File: config.mk
export PLATFORM = sky130hd
export DESIGN_NAME = scan_sched
export DESIGN_NICKNAME = d
export VERILOG_FILES = /design/src/rtl/scan_sched_pkg.sv /design/src/rtl/scan_sched_trig.sv /design/src/rtl/scan_sched.sv
export SDC_FILE = /design/constraint.sdc
export NUM_CORES = 1
export LEC_CHECK = 0
export BUFFER_PORTS_ARGS = -buffer_cell sky130_fd_sc_hd__buf_2
export CORE_ASPECT_RATIO = 0.75
export CORE_UTILIZATION = 35
export DETAILED_ROUTE_END_ITERATION = 6
export SLEW_MARGIN = 20
export SYNTH_ARGS = -nofsm -noshare
export SYNTH_HDL_FRONTEND = slang
export SYNTH_SLANG_ARGS = --single-unit
File: constraint.sdc
create_clock -name adc_clk -period 5.4 [get_ports adc_clk]
set_input_delay 0.54 -clock adc_clk [delete_from_list [all_inputs] [get_ports adc_clk]]
set_output_delay 0.54 -clock adc_clk [all_outputs]
set_load 0.005 [all_outputs]
File: src/rtl/scan_sched_pkg.sv
// Shared types and constants for the scan_sched sounding scheduler.
// Optional feature macro used by this slice: SCAN_EXT_SYNC_EN.
package scan_sched_pkg;

  typedef enum logic [2:0] {
    ST_IDLE,
    ST_SETTLE,
    ST_PULSE_P,
    ST_PULSE_N,
    ST_ACQ,
    ST_NEXT
  } state_e;

  localparam logic [3:0] REG_SETTLE = 4'd8;
  localparam logic [3:0] REG_HALF   = 4'd9;
  localparam logic [3:0] REG_ACQ    = 4'd10;
  localparam logic [3:0] REG_PERIOD = 4'd11;

  localparam int SEL0_LSB = 0;
  localparam int SEL1_LSB = 3;
  localparam int ELEM_LSB = 6;
  localparam int CH_BIT   = 9;
  localparam int EN_BIT   = 10;

  localparam logic [15:0] DEF_SETTLE = 16'd4;
  localparam logic [15:0] DEF_HALF   = 16'd8;
  localparam logic [15:0] DEF_ACQ    = 16'd1024;
  localparam logic [15:0] DEF_PERIOD = 16'd50000;

  typedef struct packed {
    logic       en;
    logic       ch;
    logic [2:0] elem;
    logic [2:0] sel1;
    logic [2:0] sel0;
  } entry_t;

  // First timed state of a tact (or of its remainder), skipping zero lengths.
  function automatic state_e first_state(input logic has_settle, input logic has_half,
                                         input logic has_acq);
    if (has_settle)   return ST_SETTLE;
    else if (has_half) return ST_PULSE_P;
    else if (has_acq)  return ST_ACQ;
    else               return ST_NEXT;
  endfunction

endpackage

File: src/rtl/scan_sched_trig.sv
// Frame trigger source: internal period counter, or the synchronised external
// sync edge when SCAN_EXT_SYNC_EN is defined. trig is a registered one-cycle pulse.
module scan_trig #(
  parameter int CNT_W = 16
) (
  input  logic             adc_clk,
  input  logic             rst,
  input  logic             i_run,
`ifdef SCAN_EXT_SYNC_EN
  input  logic             i_sync,
`else
  input  logic [CNT_W-1:0] period,
`endif
  output logic             trig
);

`ifdef SCAN_EXT_SYNC_EN
  // [0],[1] are the synchroniser, [2] remembers the previous level for edge detect.
  logic [2:0] sync_q;

  always_ff @(posedge adc_clk) begin
    if (rst) begin
      sync_q <= '0;
      trig   <= 1'b0;
    end else begin
      sync_q <= {sync_q[1:0], i_sync};
      trig   <= i_run & sync_q[1] & ~sync_q[2];
    end
  end
`else
  logic [CNT_W-1:0] cnt_q;

  always_ff @(posedge adc_clk) begin
    if (rst || !i_run || period == '0) begin
      cnt_q <= '0;
      trig  <= 1'b0;
    end else if (cnt_q >= period - 1'b1) begin
      cnt_q <= '0;
      trig  <= 1'b1;
    end else begin
      cnt_q <= cnt_q + 1'b1;
      trig  <= 1'b0;
    end
  end
`endif

endmodule

File: src/rtl/scan_sched.sv
// Sounding scheduler: per frame walks the tact table, selects inputs, fires one
// bipolar pulse and opens the ADC window. Macro SCAN_EXT_SYNC_EN selects external sync.
module scan_sched
  import scan_sched_pkg::*;
#(
  parameter int TACTS = 8,
  parameter int CNT_W = 16
) (
  input  logic        adc_clk,
  input  logic        rst,
  input  logic        i_cfg_we,
  input  logic [3:0]  i_cfg_addr,
  input  logic [15:0] i_cfg_data,
  input  logic        i_run,
`ifdef SCAN_EXT_SYNC_EN
  input  logic        i_sync,
`endif
  output logic [2:0]  o_sel_0,
  output logic [2:0]  o_sel_1,
  output logic [7:0]  o_pulse_p_0,
  output logic [7:0]  o_pulse_n_0,
  output logic [7:0]  o_pulse_p_1,
  output logic [7:0]  o_pulse_n_1,
  output logic        o_acq,
  output logic [2:0]  o_tact,
  output logic        o_busy,
  output logic        o_frame_done,
  output logic        o_overrun
);

  localparam logic [3:0]       TACTS_A   = 4'(TACTS);
  localparam logic [2:0]       LAST_TACT = 3'(TACTS - 1);
  localparam logic [CNT_W-1:0] ONE       = CNT_W'(1);

  entry_t           table_q [8];
  logic [CNT_W-1:0] settle_q, half_q, acq_q;
  logic [CNT_W-1:0] sh_settle_q, sh_half_q, sh_acq_q;
  logic [CNT_W-1:0] eff_settle, eff_half, eff_acq, len_d;
  logic [CNT_W-1:0] cnt_q, cnt_d;
  state_e           state_q, state_d;
  logic [2:0]       tact_q, tact_d, start_tact;
  entry_t           entry_q, entry_d;
  logic             start, trig;
  logic             has_settle, has_half, has_acq;
  logic [7:0]       elem_hot;

`ifdef SCAN_EXT_SYNC_EN
  scan_trig #(.CNT_W(CNT_W)) u_trig (
    .adc_clk (adc_clk),
    .rst     (rst),
    .i_run   (i_run),
    .i_sync  (i_sync),
    .trig    (trig)
  );
`else
  logic [CNT_W-1:0] period_q;

  scan_trig #(.CNT_W(CNT_W)) u_trig (
    .adc_clk (adc_clk),
    .rst     (rst),
    .i_run   (i_run),
    .period  (period_q),
    .trig    (trig)
  );
`endif

  // Shadows follow the live registers while idle and freeze for the whole frame.
  always_ff @(posedge adc_clk) begin
    if (rst) begin
      // NOTE: the table is reset because entries must read back as disabled after
      // rst; it is tiny, a large RAM would normally be left unreset.
      for (int i = 0; i < 8; i++) table_q[i] <= '0;
      settle_q    <= CNT_W'(DEF_SETTLE);
      half_q      <= CNT_W'(DEF_HALF);
      acq_q       <= CNT_W'(DEF_ACQ);
      sh_settle_q <= CNT_W'(DEF_SETTLE);
      sh_half_q   <= CNT_W'(DEF_HALF);
      sh_acq_q    <= CNT_W'(DEF_ACQ);
`ifndef SCAN_EXT_SYNC_EN
      period_q    <= CNT_W'(DEF_PERIOD);
`endif
    end else begin
      if (i_cfg_we) begin
        if (i_cfg_addr < TACTS_A) begin
          table_q[i_cfg_addr[2:0]] <= '{en:   i_cfg_data[EN_BIT],
                                        ch:   i_cfg_data[CH_BIT],
                                        elem: i_cfg_data[ELEM_LSB +: 3],
                                        sel1: i_cfg_data[SEL1_LSB +: 3],
                                        sel0: i_cfg_data[SEL0_LSB +: 3]};
        end else begin
          case (i_cfg_addr)
            REG_SETTLE: settle_q <= CNT_W'(i_cfg_data);
            REG_HALF:   half_q   <= CNT_W'(i_cfg_data);
            REG_ACQ:    acq_q    <= CNT_W'(i_cfg_data);
`ifndef SCAN_EXT_SYNC_EN
            REG_PERIOD: period_q <= CNT_W'(i_cfg_data);
`endif
            default: ;
          endcase
        end
      end
      if (state_q == ST_IDLE) begin
        sh_settle_q <= settle_q;
        sh_half_q   <= half_q;
        sh_acq_q    <= acq_q;
      end
    end
  end

  assign eff_settle = (state_q == ST_IDLE) ? settle_q : sh_settle_q;
  assign eff_half   = (state_q == ST_IDLE) ? half_q   : sh_half_q;
  assign eff_acq    = (state_q == ST_IDLE) ? acq_q    : sh_acq_q;
  assign has_settle = (eff_settle != '0);
  assign has_half   = (eff_half != '0);
  assign has_acq    = (eff_acq != '0);

  always_comb begin
    // NOTE: every variable gets a default first so no path can infer a latch.
    state_d    = state_q;
    tact_d     = tact_q;
    entry_d    = entry_q;
    cnt_d      = cnt_q;
    start      = 1'b0;
    start_tact = '0;
    len_d      = ONE;

    case (state_q)
      ST_IDLE:    if (trig) start = 1'b1;
      ST_SETTLE:  if (cnt_q == ONE) state_d = first_state(1'b0, has_half, has_acq);
      ST_PULSE_P: if (cnt_q == ONE) state_d = ST_PULSE_N;
      ST_PULSE_N: if (cnt_q == ONE) state_d = first_state(1'b0, 1'b0, has_acq);
      ST_ACQ:     if (cnt_q == ONE) state_d = ST_NEXT;
      ST_NEXT: begin
        if (tact_q == LAST_TACT) begin
          state_d = ST_IDLE;
          tact_d  = '0;
        end else begin
          start      = 1'b1;
          start_tact = tact_q + 3'd1;
        end
      end
      default: state_d = ST_IDLE;
    endcase

    // A tact reads its entry only at the moment it starts.
    if (start) begin
      tact_d  = start_tact;
      entry_d = table_q[start_tact];
      state_d = entry_d.en ? first_state(has_settle, has_half, has_acq) : ST_NEXT;
    end

    case (state_d)
      ST_SETTLE:              len_d = eff_settle;
      ST_PULSE_P, ST_PULSE_N: len_d = eff_half;
      ST_ACQ:                 len_d = eff_acq;
      default:                len_d = ONE;
    endcase

    if (state_d != state_q) cnt_d = len_d;
    else if (cnt_q > ONE)   cnt_d = cnt_q - ONE;
  end

  assign elem_hot = 8'b1 << entry_d.elem;

  // Outputs are registered from the next-state values so they align with the state.
  always_ff @(posedge adc_clk) begin
    if (rst) begin
      // NOTE: sequential state uses non-blocking assignments only, so every
      // register samples pre-edge values regardless of statement order.
      state_q      <= ST_IDLE;
      tact_q       <= '0;
      cnt_q        <= '0;
      entry_q      <= '0;
      o_sel_0      <= '0;
      o_sel_1      <= '0;
      o_pulse_p_0  <= '0;
      o_pulse_n_0  <= '0;
      o_pulse_p_1  <= '0;
      o_pulse_n_1  <= '0;
      o_acq        <= 1'b0;
      o_tact       <= '0;
      o_busy       <= 1'b0;
      o_frame_done <= 1'b0;
      o_overrun    <= 1'b0;
    end else begin
      state_q      <= state_d;
      tact_q       <= tact_d;
      cnt_q        <= cnt_d;
      entry_q      <= entry_d;
      if (start && entry_d.en) begin
        o_sel_0 <= entry_d.sel0;
        o_sel_1 <= entry_d.sel1;
      end
      o_pulse_p_0  <= (state_d == ST_PULSE_P && !entry_d.ch) ? elem_hot : 8'h00;
      o_pulse_n_0  <= (state_d == ST_PULSE_N && !entry_d.ch) ? elem_hot : 8'h00;
      o_pulse_p_1  <= (state_d == ST_PULSE_P &&  entry_d.ch) ? elem_hot : 8'h00;
      o_pulse_n_1  <= (state_d == ST_PULSE_N &&  entry_d.ch) ? elem_hot : 8'h00;
      o_acq        <= (state_d == ST_ACQ);
      o_tact       <= tact_d;
      o_busy       <= (state_d != ST_IDLE);
      o_frame_done <= (state_d == ST_NEXT) && (tact_d == LAST_TACT);
      o_overrun    <= trig && (state_q != ST_IDLE);
    end
  end

endmodule

Word level (Yosys, flattened, before mapping)
Memory sizes are Yosys's and may differ from the RTL's.
Cells that the tools add are included.
{"block": "classes", "n_reduce_logical": 30, "n_lt_le_gt_ge": 3, "muxes": 36, "n_shift": 1, "n_addsub": 4, "bitwise_logic": 5, "eq_ne": 18}
{"cell": "16-bit two-way mux", "count": 5}
{"cell": "16-bit one-hot mux with 3 select lines", "count": 1}
{"cell": "16-bit nonzero test", "count": 3}
{"cell": "3-bit two-way mux", "count": 15}
{"cell": "16-bit by 1-bit subtractor with 16-bit output, second input constant", "count": 2}
{"cell": "11-bit two-way mux", "count": 2}
{"cell": "3-bit == test, second input constant", "count": 6}
{"cell": "3-bit one-hot mux with 6 select lines", "count": 1}
{"cell": "16-bit by 1-bit adder with 16-bit output, second input constant", "count": 1}
{"cell": "16-bit by 1-bit == test with 1-bit output, second input constant", "count": 1}
{"cell": "4-bit == test, second input constant", "count": 4}
{"cell": "16-bit >= comparator", "count": 1}
{"cell": "16-bit by 1-bit greater-than comparator with 1-bit output, second input constant", "count": 1}
{"cell": "16-bit zero test", "count": 1}
{"cell": "3-bit by 2-bit == test with 1-bit output, second input constant", "count": 4}
{"cell": "3-bit AND reduction", "count": 4}
{"cell": "2-bit OR reduction", "count": 6}
{"cell": "1-bit two-way mux", "count": 11}
{"cell": "11-bit OR reduction", "count": 1}
{"cell": "1-bit by 3-bit left shift with 8-bit output, first input constant", "count": 1}
{"cell": "1-bit logical AND", "count": 7}
{"cell": "3-bit by 1-bit == test with 1-bit output, second input constant", "count": 2}
{"cell": "3-bit nonzero test", "count": 2}
{"cell": "1-bit NOT", "count": 5}
{"cell": "8 further kinds", "count": 10}
{"block": "totals", "mem_bits_rw": 88, "mem_count": 1, "inputBits": 24, "reg_bits": 204}
{"memory": "table_q", "depth": 8, "width": 11, "rd": 1, "rd_ports_with_merged_regs": 0, "wr": 8, "line_no": "scan_sched.sv:35", "rtl": "entry_t table_q [8];"}

Longest topological paths before layout
Gate-level depths: netlist of run 1.
{"block": "logic_depth", "ltp_word": 12, "ltp_mapped": 15}

Cells and area by module
Synthesis of run 1 repeated with hierarchy kept, for this count alone.
{"block": "hier_totals", "cells_unflattened": 1310, "area_unflattened_um2": 12921.1}
{"mod": "scan_sched", "seq_area_each_um2": 6366.1, "instances": 1, "cells_each": 1153, "area_each_um2": 11626.2}
{"mod": "scan_trig", "seq_area_each_um2": 340.3, "instances": 1, "cells_each": 157, "area_each_um2": 1295.0}

Worst setup path after synthesis of run 1
Ideal clock, no wire load.
{"block": "synth_path", "path_kind": "register to register", "from": "register period_q[0]", "to": "register u_trig.cnt_q[10]", "path_stages_with_launch": 16, "required_ps": 5268, "synth_period_minus_slack_ps": 3531, "arrival_time_ps": 3398, "slack_ps": 1869, "setup_time_ps": 132, "path_cell_list": "dfxtp_1 > inv_1 > ha_1 > nand2_1 > or3_1 > or4_1 > or4_1 > nor3_1 > xnor2_1 > ha_1 > a21o_1 > a21o_1 > nor2_1 > a21oi_1 > clkbuf_1 > a21oi_1"}
{"block": "synth_via", "elab_chain_cells": 3}
{"element": "start: declaration", "line_no": "scan_sched.sv:56", "rtl": "logic [CNT_W-1:0] period_q;"}
{"element": "start signal: assignment", "line_no": "scan_sched.sv:80", "rtl": "period_q <= CNT_W'(DEF_PERIOD);"}
{"element": "start signal: assignment", "line_no": "scan_sched.sv:96", "rtl": "REG_PERIOD: period_q <= CNT_W'(i_cfg_data);"}
{"element": "16-bit by 1-bit subtractor with 16-bit output / 16-bit zero test (equally long branches)", "line_no": "scan_sched_trig.sv:37, scan_sched_trig.sv:34"}
{"element": "16-bit >= comparator / 1-bit logical OR (equally long branches)", "line_no": "scan_sched_trig.sv:37, scan_sched_trig.sv:34"}
{"element": "2-bit OR reduction (no source line) (*)"}
{"element": "end signal: assignment", "line_no": "scan_sched_trig.sv:41", "rtl": "cnt_q <= cnt_q + 1'b1;"}
{"element": "end: declaration", "line_no": "scan_sched_trig.sv:31", "rtl": "logic [CNT_W-1:0] cnt_q;"}
Every way passes the cells marked *; elsewhere a longest branch is shown, timed or not.
A chain may end at the register's enable or synchronous reset.

Worst setup path in the final report of run 1
{"block": "layout_path", "from": "register tact_q[1]", "to": "register cnt_q[2]"}
{"block": "layout_via", "elab_chain_cells": 10}
{"element": "start: declaration", "line_no": "scan_sched.sv:41", "rtl": "logic [2:0] tact_q, tact_d, start_tact;"}
{"element": "start signal: assignment", "line_no": "scan_sched.sv:187", "rtl": "tact_q <= tact_d;"}
{"element": "3-bit by 1-bit adder with 3-bit output / 3-bit == test (equally long branches)", "line_no": "scan_sched.sv:139, scan_sched.sv:134"}
{"element": "3-bit two-way mux", "line_no": "scan_sched.sv:134", "rtl": "if (tact_q == LAST_TACT) begin"}
{"element": "3-bit two-way mux", "line_no": "scan_sched.sv:127", "rtl": "case (state_q)"}
{"element": "memory read 8 x 11 bit"}
{"element": "3-bit two-way mux", "line_no": "scan_sched.sv:149", "rtl": "state_d = entry_d.en ? first_state(has_settle, has_half, has_acq) : ST_NEXT;"}
{"element": "3-bit two-way mux (*)", "line_no": "scan_sched.sv:146", "rtl": "if (start) begin"}
{"element": "3-bit by 2-bit == test with 1-bit output", "line_no": "scan_sched.sv:152", "rtl": "case (state_d)"}
{"element": "2-bit OR reduction", "line_no": "scan_sched.sv:152"}
{"element": "16-bit one-hot mux with 3 select lines", "line_no": "scan_sched.sv:152"}
{"element": "16-bit two-way mux", "line_no": "scan_sched.sv:159", "rtl": "if (state_d != state_q) cnt_d = len_d;"}
{"element": "end signal: assignment", "line_no": "scan_sched.sv:188", "rtl": "cnt_q <= cnt_d;"}
{"element": "end: declaration", "line_no": "scan_sched.sv:39", "rtl": "logic [CNT_W-1:0] cnt_q, cnt_d;"}
Marks and branches as above.

==> load_flow_metrics.sql, run 1 <==
INSERT INTO impl_metrics (metric_group, metric, value, unit) VALUES
('critical_path', 'critical_path_class', 'flop to flop', ''),
('sta', 'final.setup.tns', '0', 'ps'),
('synth', 'arithmetic_cell_share_of_the_synthesized_area_counting_full_adders_half_adders_and_majority_gates', '2.20', '%'),
('critical_path', 'worstSetupStartpointType', 'flop', ''),
('global_route', 'gr-usage-all-layers', '18.2', '%'),
('synth', 'netlist_top_cells_area', 'sky130_fd_sc_hd__dfxtp_1, sky130_fd_sc_hd__edfxtp_1, sky130_fd_sc_hd__mux2i_1, sky130_fd_sc_hd__and2_1, sky130_fd_sc_hd__nand2_1', ''),
('clocking', 'tritoncts', 'built', ''),
('final_layout', 'final_util', '40.8', '%'),
('global_route', 'first_global_vias', '9678', ''),
('place', 'placed_cells_incl_taps', '1854', ''),
('global_route', 'grt_pass1_wl', '54200', 'µm'),
('clocking', 'number_of_h_tree_levels', '1', ''),
('sta', 'final_setup_violations', '0', ''),
('status', 'result_of_the_run', 'finished, final reports clean', ''),
('critical_path', 'critical-path-max-stage-delay', '880', 'ps'),
('final_layout', 'area.growth.synth_to_final', '13.4', '%'),
('pwr', 'net-switching-power', '1.31', 'mW'),
('synth', 'yosys_warnings', '0', ''),
('sta', 'final-max-slew-violation-count', '0', ''),
('synth', 'ys.flop_type', 'sky130_fd_sc_hd__dfxtp_1', ''),
('clocking', 'clk_latency', '560', 'ps'),
('sta', 'final.min_clock_period', '3970', 'ps'),
('final_layout', 'fill_cells', '3569', ''),
('global_route', 'gr-total-overflow', '0', ''),
('synth', 'netlist-cell-type-count', '65', ''),
('detailed_routing', 'wl_per_cell', '18.2', 'µm'),
('place', 'post-place-ws', '1520', 'ps'),
('detailed_routing', 'post-route-drc-count', '0', ''),
('clocking', 'ctsHoldBuffers', '0', ''),
('pwr', 'switching_share', '26.2', '%'),
('detailed_routing', 'dr.pass1.iters', '5', ''),
('floorplan', 'fp.dieArea', '0.0381', 'mm²'),
('detailed_routing', 'initialDrtViolationCount', '952', ''),
('synth', 'synth-seq-cells', '291', ''),
('floorplan', 'die_width', '225', 'µm'),
('pwr', 'pwr-share-seq', '48.6', '%'),
('detailed_routing', 'via_density_per_instance', '5.19', ''),
('sta', 'setup_ws', '1430', 'ps'),
('final_layout', 'nNetsFinal', '1436', ''),
('critical_path', 'worstPathCellList', 'ha_1 -> ha_1 -> nand4bb_2 -> buf_4 -> nor2_1 -> buf_4 -> nand3b_1 -> a31oi_4 -> o21a_2 -> a211oi_2 -> or4_1 -> o32ai_1', ''),
('critical_path', 'regToRegSetupSlack', '1430', 'ps'),
('sta', 'timing.slew.headroom', '28.2', '%'),
('global_route', 'initial_antenna_violation_count', '0', ''),
('global_route', 'maximum_number_of_pins_on_one_net_before_global_route_repair', '89', ''),
('pwr', 'powerDensity', '338', 'mW/mm²'),
('floorplan', 'start_util', '36.0', '%'),
('clocking', 'clk_path_buf_depth', '3', ''),
('synth', 'synth_mux_area_share', '5.70', '%'),
('clocking', 'cts_inserted_buffers', '29', ''),
('synth', 'synth_xor_xnor_area_share', '3.02', '%'),
('floorplan', 'rows', '60', ''),
('critical_path', 'critical_path_peak_fanout', '22', ''),
('detailed_routing', 'drtAntennaViolNets', '0', ''),
('clocking', 'clock_sinks', '291', ''),
('critical_path', 'worstPathBufferInverterCount', '2', ''),
('sta', 'timing.fmax', '252', 'MHz'),
('run', 'cap_violations', '0', ''),
('sta', 'slew_at_the_pin_with_the_worst_max_slew_slack', '1070', 'ps'),
('synth', 'combinational_family_with_the_most_area_after_synthesis', 'simple AND/OR/NAND/NOR gates', ''),
('synth', 'mean_area_per_synthesized_cell', '9.66', 'µm²'),
('synth', 'postSynthCellCount', '1351', ''),
('place', 'gpl.final_weighted_congestion', '0.839', ''),
('synth', 'synth_simple_gate_area_share', '21.4', '%'),
('synth', 'async_reset_ff_share', '0', '%'),
('final_layout', 'finish.cell_count_without_fillers', '1907', ''),
('floorplan', 'dieHeight', '169', 'µm'),
('sta', 'fin_skew', '10.9', 'ps'),
('critical_path', 'timing.critical_path.arrival', '4430', 'ps'),
('pwr', 'clock_power_share', '39.7', '%'),
('synth', 'synth-compound-area-share', '12.7', '%'),
('synth', 'synthDominantCellAreaShare', '31.1', '%');
metrics by stage:
| step | cell area, µm² | hold WS (ps) | power, mW |
|---|---|---|---|
| 6_report | 14800 | 270 | 5.01 |
| 4_1_cts | 14800 | 245 | 5.05 |
| 2_1_floorplan | 13100 | 449 | 2.92 |
| 3_5_place_dp | 13900 | 471 | 3.06 |
| 3_3_place_gp | 13900 | 461 | 3.06 |
| 5_1_grt | 14800 | 273 | 5.21 |
power by group through the flow:
stage | Clock (mW) | Combinational [mW] | Sequential (mW)
global route | 2.11 | 0.647 | 2.45
detailed placement | 0 | 0.583 | 2.48
CTS | 2.03 | 0.589 | 2.43
floorplan | 0 | 0.456 | 2.46
global placement | 0 | 0.581 | 2.48
finish | 1.99 | 0.587 | 2.43
state kept, by name, indices dropped and copies added (netlist names), 10 cells and up:
name / count
table_q: 88
acq_q: 16
cnt_q: 16
half_q: 16
period_q: 16
settle_q: 16
sh_acq_q: 16
sh_half_q: 16
sh_settle_q: 16
u_trig.cnt_q: 16
entry_q: 10
cells in the mapped netlist (all sizes together), types with 5 or more instances:
cell,count
a31oi,5
xnor2,29
a222oi,16
nor3b,5
nand4,14
or3,5
a21oi,91
nand3,23
nand2,175
xor2,16
and2,106
mux2i,71
a21o,10
o31ai,18
nor3,24
ha,23
or2,5
o32ai,14
edfxtp,88
nand3b,7
dfxtp,203
a2bb2oi,14
inv,28
o21ai,41
clkbuf,72
or4,6
and3,6
nor4,31
nor2,138
buf,17
nand2b,12
area by class of cell:
type	count	area, µm²	share of cell area [%]
multi-input combinational	943	5880	39.7
antenna	1	2.50	0.0169
tap	496	621	4.19
inverter	28	105	0.710
clock inverter	12	95.1	0.642
clock buffer	40	838	5.66
sequential	291	6710	45.3
timing repair buffer	96	553	3.74
worst min-delay path, stage by stage:
cell and delay (ps):
sky130_fd_sc_hd__buf_2 140, sky130_fd_sc_hd__nand2_1 60, sky130_fd_sc_hd__a21oi_1 50
layer usage:
layer,track usage (%),wire length [µm],vias to the layer above,part of all wire [%]
li1,-,-,4835,-
met1,26.6,17000,4736,49
met2,28.3,14700,297,43
met3,2.86,2320,38,6.7
met4,3.34,557,0,1.6
met5,0,0,-,0
placed cells by master (no fill, tap or decap), types with 30 or more instances in the layout:
cell type	n
sky130_fd_sc_hd__o21ai_0	39
sky130_fd_sc_hd__nand2_1	175
sky130_fd_sc_hd__nor2_1	138
sky130_fd_sc_hd__mux2i_1	71
sky130_fd_sc_hd__buf_2	67
sky130_fd_sc_hd__dfxtp_1	203
sky130_fd_sc_hd__and2_1	106
sky130_fd_sc_hd__a21oi_1	90
sky130_fd_sc_hd__clkbuf_16	30
sky130_fd_sc_hd__edfxtp_1	88
final timing paths:
path / start / endpoint / depth (start not counted)
setup / recovery: tact_q[1] / cnt_q[2] / 12
hold reg to reg: period_q[1] / period_q[1] / 2
hold / removal: i_cfg_data[15] / acq_q[15] / 3
setup reg to reg: tact_q[1] / cnt_q[2] / 12
cell families after synthesis:
logic type,Yosys count
compound gates,235
mux,74
fa+ha+maj,23
buf+inv,117
simple gates,566
xor+xnor,45
flops,291
(Power assumes the default switching activity.)
==> run 2: changes to the inputs <==
==> constraint.sdc (replaced) <==
create_clock -name adc_clk -period 3.85 [get_ports adc_clk]
set_input_delay 0.385 -clock adc_clk [delete_from_list [all_inputs] [get_ports adc_clk]]
set_output_delay 0.385 -clock adc_clk [all_outputs]
set_load 0.005 [all_outputs]
==> run 2 against run 1 <==
Compared with the run above: clock-buffer cell count grew 4; global-route usage hardly changed; routed wire length rose by 0.44%; highest routed layer unchanged; setup slack lost 1200 ps; cell count grew 0.42%; die area stayed put; sequential power up 40%; flip-flop and latch count is the same.
==> load_flow_metrics.sql, run 2 (same netlist as run 1, synthesis figures left out) <==
INSERT INTO impl_metrics (metric_group, metric, value, unit) VALUES
('status', 'result_of_the_run', 'finished, final reports clean', ''),
('place', 'dpl.hpwl', '24700', 'µm'),
('floorplan', 'fp.dieArea', '0.0381', 'mm²'),
('clocking', 'ctsRootBufferMaster', 'sky130_fd_sc_hd__clkbuf_16', ''),
('critical_path', 'worst_r2r_startpoint', 'period_q[0]', ''),
('clocking', 'clk_latency', '560', 'ps'),
('global_route', 'initial_antenna_violation_count', '0', ''),
('clocking', 'clk_path_buf_depth', '3', ''),
('pwr', 'pwr-share-seq', '47.9', '%'),
('pwr', 'post-layout-total-power', '7.13', 'mW'),
('hold_path', 'hp-start', 'i_cfg_data[15]', ''),
('sta', 'fin_skew', '9.78', 'ps'),
('clocking', 'cts_inserted_buffers', '28', ''),
('critical_path', 'critical_path_class', 'flop to flop', ''),
('sta', 'slew_at_the_pin_with_the_worst_max_slew_slack', '1090', 'ps'),
('clocking', 'number_of_h_tree_levels', '1', ''),
('pwr', 'clock_power_share', '40.4', '%'),
('pwr', 'switching_share', '24.9', '%'),
('final_layout', 'largest_register_ff_count', '88', ''),
('global_route', 'gr-total-overflow', '0', ''),
('critical_path', 'crit_path_end_kind', 'flop', ''),
('clocking', 'clock_sinks', '291', ''),
('pwr', 'net-switching-power', '1.78', 'mW'),
('sta', 'timing.fmax', '274', 'MHz'),
('final_layout', 'most_frequent_standard_cell_in_the_layout_excluding_fill_and_tap_cells', 'sky130_fd_sc_hd__dfxtp_1', ''),
('critical_path', 'critical_path_peak_fanout', '17', ''),
('global_route', 'maximum_number_of_pins_on_one_net_before_global_route_repair', '104', ''),
('detailed_routing', 'post-route-drc-count', '0', ''),
('place', 'io_buffers', '68', ''),
('critical_path', 'regToRegSetupSlack', '200', 'ps'),
('floorplan', 'dieHeight', '169', 'µm'),
('detailed_routing', 'initialDrtViolationCount', '855', ''),
('pwr', 'cell_internal_pwr', '5.36', 'mW'),
('floorplan', 'rows', '60', ''),
('run', 'cap_violations', '0', ''),
('floorplan', 'start_util', '36.0', '%'),
('global_route', 'first_global_vias', '9454', ''),
('critical_path', 'required', '4300', 'ps'),
('sta', 'timing.slew.headroom', '27.5', '%'),
('sta', 'rsz0062_at_grt', 'true', ''),
('detailed_routing', 'dr.pass1.iters', '5', ''),
('global_route', 'gr-usage-all-layers', '18.2', '%'),
('critical_path', 'timing.critical_path.arrival', '4100', 'ps'),
('final_layout', 'drive_gt1_share', '13.4', '%'),
('critical_path', 'worstSetupStartpointType', 'flop', ''),
('floorplan', 'design.core.area', '0.0363', 'mm²'),
('pwr', 'vdd.ir_drop.worst', '0.364', 'mV'),
('final_layout', 'fill_cells', '3546', ''),
('detailed_routing', 'drtAntennaViolNets', '0', ''),
('final_layout', 'top_register', 'table_q', ''),
('sta', 'finalHoldViolations', '0', ''),
('hold_path', 'timing.hold.worst.class', 'input port to flop', ''),
('sta', 'final_setup_violations', '0', ''),
('global_route', 'grt_pass1_wl', '54400', 'µm'),
('critical_path', 'critPathLaunch', 'period_q[0]', ''),
('final_layout', 'final_util', '41.2', '%'),
('detailed_routing', 'via_density_per_instance', '5.20', ''),
('sta', 'final-max-slew-violation-count', '0', ''),
('final_layout', 'most-common-layout-cells', 'sky130_fd_sc_hd__dfxtp_1, sky130_fd_sc_hd__nand2_1, sky130_fd_sc_hd__nor2_1', ''),
('pwr', 'power_leakage', '5.90', 'nW'),
('place', 'gpl.final_weighted_congestion', '0.844', ''),
('floorplan', 'io-pin-count', '69', ''),
('detailed_routing', 'vias_after_detailed_routing', '9950', ''),
('sta', 'final.min_clock_period', '3650', 'ps'),
('pwr', 'powerDensity', '477', 'mW/mm²'),
('sta', 'post-route-period-util', '94.7', '%'),
('detailed_routing', 'finalWirelength', '34800', 'µm'),
('clocking', 'tritoncts', 'built', ''),
('detailed_routing', 'wl_per_cell', '18.2', 'µm'),
('clocking', 'clkSlewWorstSetupHoldPaths', '60', 'ps'),
('pwr', 'share_comb_of_total_power', '11.7', '%'),
('floorplan', 'die_width', '225', 'µm'),
('final_layout', 'area.growth.synth_to_final', '14.5', '%'),
('final_layout', 'nNetsFinal', '1444', '');
run 2: power groups by stage:
stage	Sequential [mW]	Clock (mW)	Combinational, mW
2_1_floorplan	3.45	0	0.640
3_3_place_gp	3.47	0	0.802
3_5_place_dp	3.48	0	0.810
4_1_cts	3.41	2.94	0.822
5_1_grt	3.43	3.07	0.916
6_report	3.41	2.88	0.834
run 2: timing repair:
item / 4_1_cts / 5_1_grt
hold buffers: 0 / 0
setup endpoints to repair: 10 / 19
gates resized for setup: 1 / 10
buffers inserted: 0 / 0
pin swaps: 0 / 1
endpoints found under the hold margin: 0 / 0
run 2: worst paths after layout:
path,cells past startpoint,end
min,3,half_q[15]
max,16,u_trig.trig
max reg2reg,16,u_trig.trig
min reg2reg,2,period_q[1]
run 2: worst max-delay path: stages, from the launching register on:
cell,delay (ps)
sky130_fd_sc_hd__dfxtp_1,330
sky130_fd_sc_hd__inv_1,90
sky130_fd_sc_hd__ha_2,200
sky130_fd_sc_hd__nand2_1,100
sky130_fd_sc_hd__or3_4,360
sky130_fd_sc_hd__or4_4,430
sky130_fd_sc_hd__or4_1,440
sky130_fd_sc_hd__buf_4,160
sky130_fd_sc_hd__xor2_1,140
sky130_fd_sc_hd__ha_1,180
sky130_fd_sc_hd__a21o_1,180
sky130_fd_sc_hd__a21o_1,170
sky130_fd_sc_hd__a21o_1,220
sky130_fd_sc_hd__nor2_1,100
sky130_fd_sc_hd__o211ai_1,110
sky130_fd_sc_hd__buf_6,190
sky130_fd_sc_hd__and3_1,150
run 2: per-stage QoR:
step           hold slack, ps  setup WS (ps)  area (µm²)  setup TNS [ps]  cells
5_1_grt                   122          -19.2       14900           -35.9   1914
3_5_place_dp              467           30.0       13900               0   1863
6_report                  124            205       14900               0   1915
3_3_place_gp              465            121       13900               0   1863
4_1_cts                   110            172       14900               0   1914
2_1_floorplan             449            319       13100               0   1351
run 2: routing by layer:
metal / wire length [µm] / global-route usage [%] / vias up
met2: 14700 / 27.4 / 291
met4: 351 / 2.57 / 0
li1: - / - / 4844
met1: 17600 / 27.6 / 4784
met5: 0 / 0 / -
met3: 2110 / 3.06 / 31
run 2: final cells by class:
type                            instances  area, µm²  area share, %
Inverter                               28        105          0.703
Clock inverter                          7        116          0.778
Sequential cell                       291       6710           44.9
Tap cell                              496        621           4.15
Multi-Input combinational cell        943       5930           39.7
Clock buffer                           44        845           5.65
Timing Repair Buffer                  105        624           4.18
Antenna cell                            1       2.50         0.0167
